==> src/rtl/mips_pkg.sv <==
// -----------------------------------------------------------------------------
// mips_pkg
// Shared constants for the MIPS-style decode/execute datapath.
//   REG_ADDR_W : width of a register-file address
//   SEL_RT/RD/RA : destination-select encodings used by the control unit
//   RA_ADDR    : hard-wired link register ($ra) written by jal
// -----------------------------------------------------------------------------
package mips_pkg;

    localparam int          REG_ADDR_W = 5;

    localparam logic [1:0]  SEL_RT     = 2'd0;
    localparam logic [1:0]  SEL_RD     = 2'd1;
    localparam logic [1:0]  SEL_RA     = 2'd2;

    localparam logic [4:0]  RA_ADDR    = 5'd31;

endpackage

==> src/rtl/reg_dst_mux_stage_mux_n.sv <==
// -----------------------------------------------------------------------------
// mux_n
// Purely combinational N-way selector of WIDTH-bit candidates.
// Ports:
//   in_bus_i : packed candidates, candidate i = in_bus_i[i*WIDTH +: WIDTH]
//   sel_i    : binary candidate index
//   y_o      : selected candidate, or 0 when sel_i does not name a candidate
//   oob_o    : high when sel_i >= N (no candidate selected)
// -----------------------------------------------------------------------------
module mux_n
    import mips_pkg::*;
#(
    parameter int WIDTH = REG_ADDR_W,
    parameter int N     = 3,
    parameter int SEL_W = 2
) (
    input  logic [N*WIDTH-1:0] in_bus_i,
    input  logic [SEL_W-1:0]   sel_i,
    output logic [WIDTH-1:0]   y_o,
    output logic               oob_o
);

    // Walk every legal index; a select that matches none of them leaves
    // the output at zero and raises the out-of-range flag.
    always_comb begin
        y_o   = '0;
        oob_o = 1'b1;
        for (int i = 0; i < N; i++) begin
            if (sel_i == SEL_W'(i)) begin
                y_o   = in_bus_i[i*WIDTH +: WIDTH];
                oob_o = 1'b0;
            end
        end
    end

endmodule

==> src/rtl/reg_dst_mux_stage.sv <==
// -----------------------------------------------------------------------------
// reg_dst_mux_stage
// ID/EX pipeline stage that picks the destination register address out of N
// candidates (rt, rd, $ra, ...) and registers it with a valid bit.
// Per-edge priority: rst > flush > stall > load.
// Ports:
//   clk, rst   : rising-edge clock, synchronous active-high reset
//   in_bus     : packed candidates, candidate i = in_bus[i*WIDTH +: WIDTH]
//   sel        : index of the candidate to pass
//   in_valid   : qualifies in_bus/sel this cycle
//   stall      : hold stage contents
//   flush      : replace stage contents with a bubble
//   y          : registered destination address
//   out_valid  : y belongs to a live instruction
//   sel_q      : registered select
//   sel_err    : sticky, an out-of-range select was accepted while valid
// Build option:
//   ZERO_DST_SQUASH_EN : a valid load that selects a zero candidate ($zero)
//                        is marked not-valid so it creates no false hazard.
// -----------------------------------------------------------------------------
module reg_dst_mux_stage
    import mips_pkg::*;
#(
    parameter int WIDTH = REG_ADDR_W,
    parameter int N     = 3,
    parameter int SEL_W = 2
) (
    input  logic               clk,
    input  logic               rst,
    input  logic [N*WIDTH-1:0] in_bus,
    input  logic [SEL_W-1:0]   sel,
    input  logic               in_valid,
    input  logic               stall,
    input  logic               flush,
    output logic [WIDTH-1:0]   y,
    output logic               out_valid,
    output logic [SEL_W-1:0]   sel_q,
    output logic               sel_err
);

    // Reject configurations where the select cannot address every candidate.
    if (N < 2 || N > 16 || (2**SEL_W) < N) begin : gParamCheck
        $error("reg_dst_mux_stage: need 2 <= N <= 16 and 2**SEL_W >= N");
    end

    logic [WIDTH-1:0] mux_y;
    logic             mux_oob;

    logic [WIDTH-1:0] y_q,         y_d;
    logic             out_valid_q, out_valid_d;
    logic [SEL_W-1:0] sel_reg_q,   sel_reg_d;
    logic             sel_err_q,   sel_err_d;

    mux_n #(
        .WIDTH (WIDTH),
        .N     (N),
        .SEL_W (SEL_W)
    ) u_mux (
        .in_bus_i (in_bus),
        .sel_i    (sel),
        .y_o      (mux_y),
        .oob_o    (mux_oob)
    );

    // Next-state: hold by default, flush inserts a bubble, otherwise load
    // unless stalled. sel_err only ever sets here; reset is the sole clear.
    always_comb begin
        y_d         = y_q;
        out_valid_d = out_valid_q;
        sel_reg_d   = sel_reg_q;
        sel_err_d   = sel_err_q;
        if (flush) begin
            y_d         = '0;
            out_valid_d = 1'b0;
            sel_reg_d   = '0;
        end else if (!stall) begin
            y_d       = mux_y;
            sel_reg_d = sel;
`ifdef ZERO_DST_SQUASH_EN
            // A write to $zero is architecturally a no-op, so drop its valid.
            out_valid_d = in_valid && !(!mux_oob && (mux_y == '0));
`else
            out_valid_d = in_valid;
`endif
            if (in_valid && mux_oob) begin
                sel_err_d = 1'b1;
            end
        end
    end

    // Stage register with synchronous reset.
    always_ff @(posedge clk) begin
        if (rst) begin
            y_q         <= '0;
            out_valid_q <= 1'b0;
            sel_reg_q   <= '0;
            sel_err_q   <= 1'b0;
        end else begin
            y_q         <= y_d;
            out_valid_q <= out_valid_d;
            sel_reg_q   <= sel_reg_d;
            sel_err_q   <= sel_err_d;
        end
    end

    assign y         = y_q;
    assign out_valid = out_valid_q;
    assign sel_q     = sel_reg_q;
    assign sel_err   = sel_err_q;

endmodule
==> config.mk <==
export PLATFORM = sky130hd
export DESIGN_NAME = reg_dst_mux_stage
export DESIGN_NICKNAME = d
export VERILOG_FILES = /design/src/rtl/mips_pkg.sv /design/src/rtl/reg_dst_mux_stage_mux_n.sv /design/src/rtl/reg_dst_mux_stage.sv
export SDC_FILE = /design/constraint.sdc
export NUM_CORES = 1
export LEC_CHECK = 0
export CAP_MARGIN = 25
export CORE_MARGIN = 3
export CORE_UTILIZATION = 33
export DETAILED_ROUTE_END_ITERATION = 6
export PLACE_DENSITY = 0.74
export SETUP_SLACK_MARGIN = 0.05
export SYNTH_ARGS = -nofsm -noshare
export SYNTH_HDL_FRONTEND = slang
export SYNTH_SLANG_ARGS = --single-unit
export TNS_END_PERCENT = 10
==> constraint.sdc <==
create_clock -name clk -period 1 [get_ports clk]
set_input_delay 0.25 -clock clk [delete_from_list [all_inputs] [get_ports clk]]
set_output_delay 0.25 -clock clk [all_outputs]
set_load 0.01 [all_outputs]
After elaboration in Yosys (flattened, before gate mapping)
Index checks and enable logic that the tools add are counted.

operators by class
  equality and inequality tests = 2
  mux-type cells = 6
  bitwise logic cells = 2
  reductions and logical operators = 4

operators with widths
  kind                count
  $mux 5              3
  $mux 1              3
  $reduce_and 3->1    1
  $eq 2x1->1 const B  1
  $eq 2x2->1 const B  1
  $logic_not 2->1     1
  $not 1->1           2
  $reduce_or 2->1     1
  $logic_and 1x1->1   1

storage, ports and cells
  bits in registers = 9
  bits of input ports = 22
  output and inout bits = 9
  word-level logic and storage cells = 18

Logic depth before layout (Yosys ltp)
Gate-level depths: netlist (run 1).

  depth in word-level cells = 6
  mapped depth = 4

Cells and area by module
Synthesis (run 1) repeated with hierarchy kept, for this count alone.

unflattened totals
  cell total of the unflattened synthesis = 44
  area, all modules = 461.7 sq um

modules (own cells, without submodules)
  module             times used  cells each  area each (sq um)  seq. area each (sq um)
  reg_dst_mux_stage  1           31          339.1              180.2
  mux_n              1           13          122.6              0.0

Worst setup path before layout (run 1)
No wires, ideal clock.

  path type = input-to-reg
  start = input stall
  end = register y_q[3] (netlist: y[3])
  data arrival time = 0.711 ns
  setup slack = 0.160 ns
  stages = 4
  buffers on the path = 1
  cells stage by stage = buf_6 -> nand2b_4 -> o221ai_1 -> a21oi_1

RTL lines
  item                  RTL line                 source
  start, declared       reg_dst_mux_stage.sv:33  input logic stall,
  end signal, assigned  reg_dst_mux_stage.sv:99  y_q <= y_d;
  end, declared         reg_dst_mux_stage.sv:49  logic [WIDTH-1:0] y_q, y_d;

Worst setup path after layout (run 1)
  start = register y_q[1] (netlist: y[1])
  end = output y[1]

RTL lines
  item           RTL line                 source
  end, declared  reg_dst_mux_stage.sv:35  output logic [WIDTH-1:0] y,

No word-level cell between the ends.

==> results, run 1 <==
- The run finished with clean final reports.
- At the worst endpoint, the arrival time is between 700 and 800 ps.
- The number of synthesized register bits is 9.
- The setup path with the least slack is of type flip-flop to output pin.
- The clock latency at the later pin of the worst-skew pair is 270 ps.
- Dividing the detail-routed wire length by the instance count gives ~14 µm.
- The initial core utilization is roughly 38%.
- The horizontal die dimension is 42.90 µm.
- Once layout is complete, the utilization of the core stands at 70.46%.
- The start point of the critical path is y[1]$_SDFFE_PP0N_.
- The root buffer cell chosen for the clock tree is sky130_fd_sc_hd__clkbuf_4.
- The highest net fanout along the worst path is 2.
- The detailed-route via count is between 400 and 500.
- The number of max-slew violations in the final report was 0.
- The total stage count of the critical path is 1.
- The worst setup path is captured at an output pin.
- The number of endpoints with negative hold slack in the final report came to 0.
- The total iterations of the first detailed-routing run is 4.
- The cell leakage power is 0.3857 nW.
- The site row count is 12.
- The remaining routing DRC violations is 0.
- The most critical setup path has its endpoint at y[1].
- After layout, the design draws a total of 0.8887 mW.
- After synthesis, the share of flip-flops with an asynchronous set or reset is 0%.
- The top-level I/O count is 31.
- The number of setup buffers added after CTS is 0.
- The average instance area after synthesis is 10.21 µm².
- The smallest clock period supported by the final layout is computed as 967.2 ps.
- The count of unique library cells instantiated by Yosys is 17.
- After detailed placement, the total cell area comes to 820.8 µm².
- The count of filler cells inserted in the layout is ~100.
- Once layout is done, the placed cells without fillers occupy 835.8 µm².
- Synthesis produced 44 cells.
- The number of antenna violations at the first check in global routing is 0.
- The slowest cell on the critical path is sky130_fd_sc_hd__dfxtp_2.
- Synthesis produced a netlist with a net count of 66.
- The number of antenna-violating nets in the routed design is 0.
- The final layout contains routed wiring with a total length of between 1 and 1.5 mm.
- Entering global routing, the biggest net connects 9 pins.
- The highest clock frequency the design can meet is between 1000 and 1500 MHz.
- The net count of the finished layout is 107.
- Global routing consumed, over all layers together, 15.86% of the routing resources.
- Setup repair after global routing could not meet its margin everywhere.
- Traced cell by cell, the critical path runs through buf_2.
- The total overflow left after global routing is 0.
- Clock-pin slew was measured on the worst setup and hold paths at 70 ps.
- The startpoint identified for the worst register-to-register timing path is y[4]$_SDFFE_PP0N_.
- The final cycle utilization of the critical path is 96.72%.
- For this design, the CTS-stage hold fixing added 0 buffers.
- The first-pass GRT wire length is 2.063 mm.
- The number of buffers inserted during clock tree synthesis is 3.
- Detailed placement finished with a half-perimeter wire length of roughly 1.1 mm.
- The total power per unit cell area is 1063 nW/µm².
- In the routed layout, each cell is associated on average with a via count of 4.847.
- Grouping stages by cell kind, the critical path spends the most delay in flip-flops.
- The fraction of final layout cells with drive strength greater than 1 is between 30% and 40%.
- The number of violations reported at the end of detailed-routing iteration 0 is 1.
- Counting every sink on the clock net gives 9.
- The area inside the core boundary is between 1000 and 1500 µm².
- Together, buffers and inverters on the worst path number 1.
- The portion of the post-synthesis area used by sequential elements is 40.11%.
- The total of max-cap violations is 0.
- Yosys mapped a number of flops with a built-in enable equal to 0.
- The setup-violating endpoint count in the final report is 0.
- The worst setup path is launched from a flip-flop.
- The max-slew headroom at the worst pin is 83.66%.
- The worst reg-to-reg path cell count is 3.
- The die outline area is 1840 µm².
- The worst supply voltage drop on vdd is 789.6 µV.
- In this run the worst hold path is classified as input pin to flip-flop.
- The cell area that synthesis handed to floorplanning was 449.2 µm².
- The CTS tree is built.
- In this design, the stage delay of the slowest critical-path cell is 320 ps.
- For the pin with the worst max-slew slack, the measured transition is 244.8 ps.
- At the end of routability-driven placement, the weighted congestion stood at ~0.65.
- The H-tree depth reported by CTS is 1.
- The area added between synthesis and finish is 86.07%.
- The endpoint identified for the worst register-to-register timing path is y[4]$_SDFFE_PP0N_.
- The count of buffers added on input and output ports is 30.
- In this run the deepest clock path goes through 2 buffers.
- The worst-case clock skew is 0 ps.
- Among all flip-flop cells after synthesis, the most frequent one is sky130_fd_sc_hd__dfxtp_1.
- The via count of the first global-routing pass is 459.
- The number of antenna diodes in the final layout is 0.
- The slack of the worst reg-to-reg path is 230 ps.
- The die is about 43 µm tall.
- For the worst setup path, the data required time is 750 ps.
- Yosys printed 0 warnings.
[metal layers]
layer  up-vias  part of all wire (%)  global-route usage [%]
li1        242                     -                       -
met1       209                    39                   19.08
met2        20                    48                   23.95
met3         4                    10                   5.508
met4         0                   2.2                   9.317
met5         -                     0                       0
[logic make-up after synthesis]
family,count (synthesis),share of synthesized area [%]
AO/OA/AOI/OAI,12,18.38
buffers and inverters,4,5.851
flip-flops,9,40.11
multiplexers,7,15.60
AND/OR/NAND/NOR,12,20.05
[power breakdown]
part           leakage [nW]  switching, mW  total (mW)  internal (mW)
clock                0.0177          0.145       0.293          0.148
combinational         0.291         0.0771       0.214          0.137
sequential           0.0774        0.00753       0.382          0.375
total                 0.386          0.229       0.889          0.659
[layout make-up]
cell class	count	area (µm²)	share of cell area [%]
sequential	9	191.4	22.90
timing repair buffer	38	346.6	41.47
inverter	2	7.507	0.8982
clock buffer	3	22.52	2.695
clock inverter	1	5.005	0.5988
multi-input combinational	31	245.2	29.34
tap	14	17.52	2.096
[per-stage QoR]
| stage | setup slack [ps] | hold slack, ps | TNS (ps) | instances |
|---|---|---|---|---|
| after floorplan | 159.7 | 326.8 | 0 | 44 |
| after global placement | -346.5 | 468.4 | -3499 | 94 |
| after detailed placement | -378.1 | 472.8 | -3778 | 94 |
| after CTS | 13.72 | 459.1 | 0 | 98 |
| after global routing | 5.134 | 486.2 | 0 | 98 |
| final | 32.82 | 451.3 | 0 | 98 |
[worst min-delay path by stage]
stage / from / endpoint / cells past startpoint
finish: stall / sel_q[0]$_SDFFE_PP0N_ / 3
global route: stall / sel_q[0]$_SDFFE_PP0N_ / 3
CTS: stall / sel_q[0]$_SDFFE_PP0N_ / 3
detailed placement: sel_err$_SDFFE_PP0P_ / sel_err$_SDFFE_PP0P_ / 2
global placement: sel_err$_SDFFE_PP0P_ / sel_err$_SDFFE_PP0P_ / 2
floorplan: rst / out_valid$_SDFFE_PP0N_ / 1
[cells in the mapped netlist, drive strengths merged (2+ instances only)]
library cell	n	area (µm²)
nor3	2	10.01
a21oi	5	25.02
and2b	2	15.01
dfxtp	9	180.2
o221ai	5	43.79
inv	2	7.510
mux2i	7	70.07
nor2	2	23.77
buf	2	18.77
nor2b	3	18.77
[cell usage in the layout, fill, tap and decap left out, drive strengths merged]
cell type	synthesis	layout
nor3	2	2
buf	2	17
clkdlybuf4s50	0	16
nor2b	3	3
inv	2	2
nand3	1	1
clkbuf	0	3
and2b	2	2
o22ai	1	1
dfxtp	9	9
a21boi	1	1
a21oi	5	5
dlygate4sd2	0	5
nand2b	1	1
nor2	2	2
nand2	1	1
clkinv	0	1
mux2i	7	7
o221ai	5	5
[registers in the layout (all words and copies together), names as in the netlist]
register   cells
out_valid      1
y              5
sel_q          2
sel_err        1
[what timing repair did]
| action | CTS | global route |
|---|---|---|
| pin swaps | 0 | 0 |
| resized for setup | 46 | 9 |
| endpoints found under the setup margin | 16 | 9 |
Note: power is estimated with default switching activity, not from simulation.
==> run 2, diff against run 1 <==
Settings changed: CORE_MARGIN 3 to unset.
==> results, run 2 (synthesis gave the netlist of run 1 again) <==
- The summed area of non-filler cells in the final layout is 839.6 µm² (was 835.8 µm²).
- The clock latency at the later pin of the worst-skew pair is 250 ps (was 270 ps).
- The CTS tree was built (unchanged).
- The buffer and inverter count on the worst path is 1 (unchanged).
- The highest clock frequency the design can meet is 1036 MHz (was 1034 MHz).
- The final cycle utilization of the critical path is 96.53% (was 96.72%).
- The clock-pin slew of the registers on the worst-case setup and hold paths is 70 ps (about the same).
- The number of antenna-violating nets in the routed design is 0 (unchanged).
- The combined global-route utilization of all metal layers is 21.27% (was 15.86%).
- The required arrival time at the worst endpoint is 750 ps (about the same).
- The met1 routing resource usage after global routing is 21.55% (was 19.08%).
- The area inside the core boundary was 1186 µm² (unchanged).
- The total of max-cap violations was 0 (unchanged).
- The worst-case clock skew is 0 ps (unchanged).
- The horizontal die dimension came to 38.90 µm (was 42.90 µm).
- The number of buffers inserted during clock tree synthesis is 3 (unchanged).
- Unrepaired setup endpoints after global routing: true (unchanged).
- The placement-stage worst setup slack came to -388.7 ps (was -378.1 ps).
- The number of max-slew violations in the final report was 0 (unchanged).
- The count of inserted antenna diode cells is 0 (unchanged).
- The first-pass GRT wire length is 2.090 mm (was 2.063 mm).
- The number of I/O port buffers is 30 (unchanged).
- The worst hold path class is input pin to flip-flop (unchanged).
- The total clock sinks was 9 (unchanged).
- The hold buffer count at CTS was 0 (unchanged).
- The top cell family by delay on the critical path is flip-flops (unchanged).
- The slowest cell on the critical path was sky130_fd_sc_hd__dfxtp_2 (unchanged).
- The top-level I/O count came to 31 (unchanged).
- The post-route setup TNS came to 0 ps (unchanged).
- The met2 layer usage reported by global route is 39.17% (was 23.95%).
- The cell leakage power is 0.3835 nW (was 0.3857 nW).
- The placer's final routability congestion estimate is 0.7411 (was 0.6512).
- The flip-flop count of the largest register after layout is 5 (unchanged).
- The number of antenna violations at the first check in global routing is 0 (unchanged).
- The routed wire length is 1.343 mm (was 1.323 mm).
- The fraction of final layout cells with drive strength greater than 1 was 36.90% (was 39.29%).
- The max-slew headroom at the worst pin was 83.66% (about the same).
- The detailed-route via count is 488 (was 475).
- The number of violations reported at the end of detailed-routing iteration 0 came to 5 (was 1).
- The area added between synthesis and finish came to 86.91% (was 86.07%).
- The maximum number of pins on one net before global-route repair came to 9 (unchanged).
- The number of post-CTS setup repair buffers is 0 (unchanged).
- Status: finished, final reports clean (unchanged).
- The shortest clock period the worst path allows after layout is 965.3 ps (was 967.2 ps).
- The startpoint type of the worst setup path is a flip-flop (unchanged).
- The site row count is 12 (unchanged).
- The met3 global-route usage is 10.98% (was 5.508%).
- The slew at the pin with the worst max-slew slack is 244.9 ps (was 244.8 ps).
- The endpoint class of the critical path is an output pin (unchanged).
- The worst supply voltage drop on vdd came to 936.3 µV (was 789.6 µV).
- The H-tree depth reported by CTS was 1 (unchanged).
- The number of endpoints with negative hold slack in the final report is 0 (unchanged).
- The die span in y came to 38.90 µm (was 42.90 µm).
- The arrival time reported for the critical path endpoint is 720 ps (about the same).
- The overall power consumption is 0.8941 mW (was 0.8887 mW).
- The worst hold margin is 441.6 ps (was 451.3 ps).
- The leading cell type in the layout, fill and taps excluded is sky130_fd_sc_hd__clkdlybuf4s50_1 (unchanged).
- The maximum clock path buffer count was 2 (unchanged).
- The layer carrying the most global-route usage is met2 (unchanged).
- The via-per-instance ratio is 4.980 (was 4.847).
- The total iterations of the first detailed-routing run is 3 (was 4).
- The detailed-placement wirelength estimate is 996.6 µm (was 1.057 mm).
- The initial core utilization came to 37.87% (unchanged).
- Critical path, cell by cell: buf_6 (was buf_2).
- The total grt overflow is 0 (unchanged).
- The detailed-route wire length per cell is 13.70 µm (was 13.50 µm).
- The total power per unit cell area is 1065 nW/µm² (was 1063 nW/µm²).
- The highest net fanout along the worst path is 2 (unchanged).
- The setup-violating endpoint count in the final report came to 0 (unchanged).
- The count of nets after finishing came to 107 (unchanged).
- The kind of critical path is flip-flop to output pin (unchanged).
- The remaining routing DRC violations came to 0 (unchanged).
- The highest cell delay on the worst timing path came to 330 ps (was 320 ps).
- The die outline area is 1513 µm² (was 1840 µm²).
- The via count of the first global-routing pass came to 514 (was 459).
- Leading cell types in the layout, fill and taps excluded: 16 x sky130_fd_sc_hd__clkdlybuf4s50_1, 8 x sky130_fd_sc_hd__dfxtp_2, 7 x sky130_fd_sc_hd__mux2i_1, 7 x sky130_fd_sc_hd__buf_4 (was 16 x sky130_fd_sc_hd__clkdlybuf4s50_1, 9 x sky130_fd_sc_hd__dfxtp_2, 7 x sky130_fd_sc_hd__mux2i_1, 7 x sky130_fd_sc_hd__buf_4).
- The cell at the root of the clock tree is sky130_fd_sc_hd__clkbuf_4 (unchanged).
- The total placed instance area is 820.8 µm² (unchanged).
- The smallest setup slack after layout is 34.73 ps (was 32.82 ps).
==> run 2: cell type report <==
cell class              instances  area (µm²)
well taps                      14       17.52
inverters                       2       7.507
fillers                        99       346.6
clock buffers                   4       26.28
repair buffers                 38       352.8
flip-flops and latches          9       190.2
multi-input cells              31       245.2
==> run 2: routing by layer <==
| layer | share of wire [%] | up-vias |
|---|---|---|
| met5 | 0 | - |
| li1 | - | 242 |
| met4 | 0 | 0 |
| met3 | 7.1 | 0 |
| met1 | 41 | 227 |
| met2 | 52 | 19 |
==> run 2: where the power goes <==
part | switching (mW) | internal (mW)
Combinational | 0.0803 | 0.139
Clock | 0.138 | 0.154
Sequential | 0.00826 | 0.375
Total | 0.226 | 0.668
==> run 2: stage by stage <==
step	instances	utilization (%)
floorplan	44	-
global placement	94	69.20
detailed placement	94	69.20
CTS	98	67.72
global route	98	70.78
finish	98	70.78
==> run 2: worst paths after layout <==
check | slack [ps] | cells after the start | to | startpoint
setup / recovery | 30 | 1 | y[0] | y[0]$_SDFFE_PP0N_
hold / removal | 440 | 3 | sel_q[0]$_SDFFE_PP0N_ | stall
setup reg to reg | 220 | 3 | y[4]$_SDFFE_PP0N_ | y[4]$_SDFFE_PP0N_
hold reg to reg | 470 | 2 | sel_err$_SDFFE_PP0P_ | sel_err$_SDFFE_PP0P_
==> run 2: timing repair <==
item	4_1_cts	5_1_grt
endpoints found under the setup margin	17	9
gates resized for setup	46	9
cloned	0	0
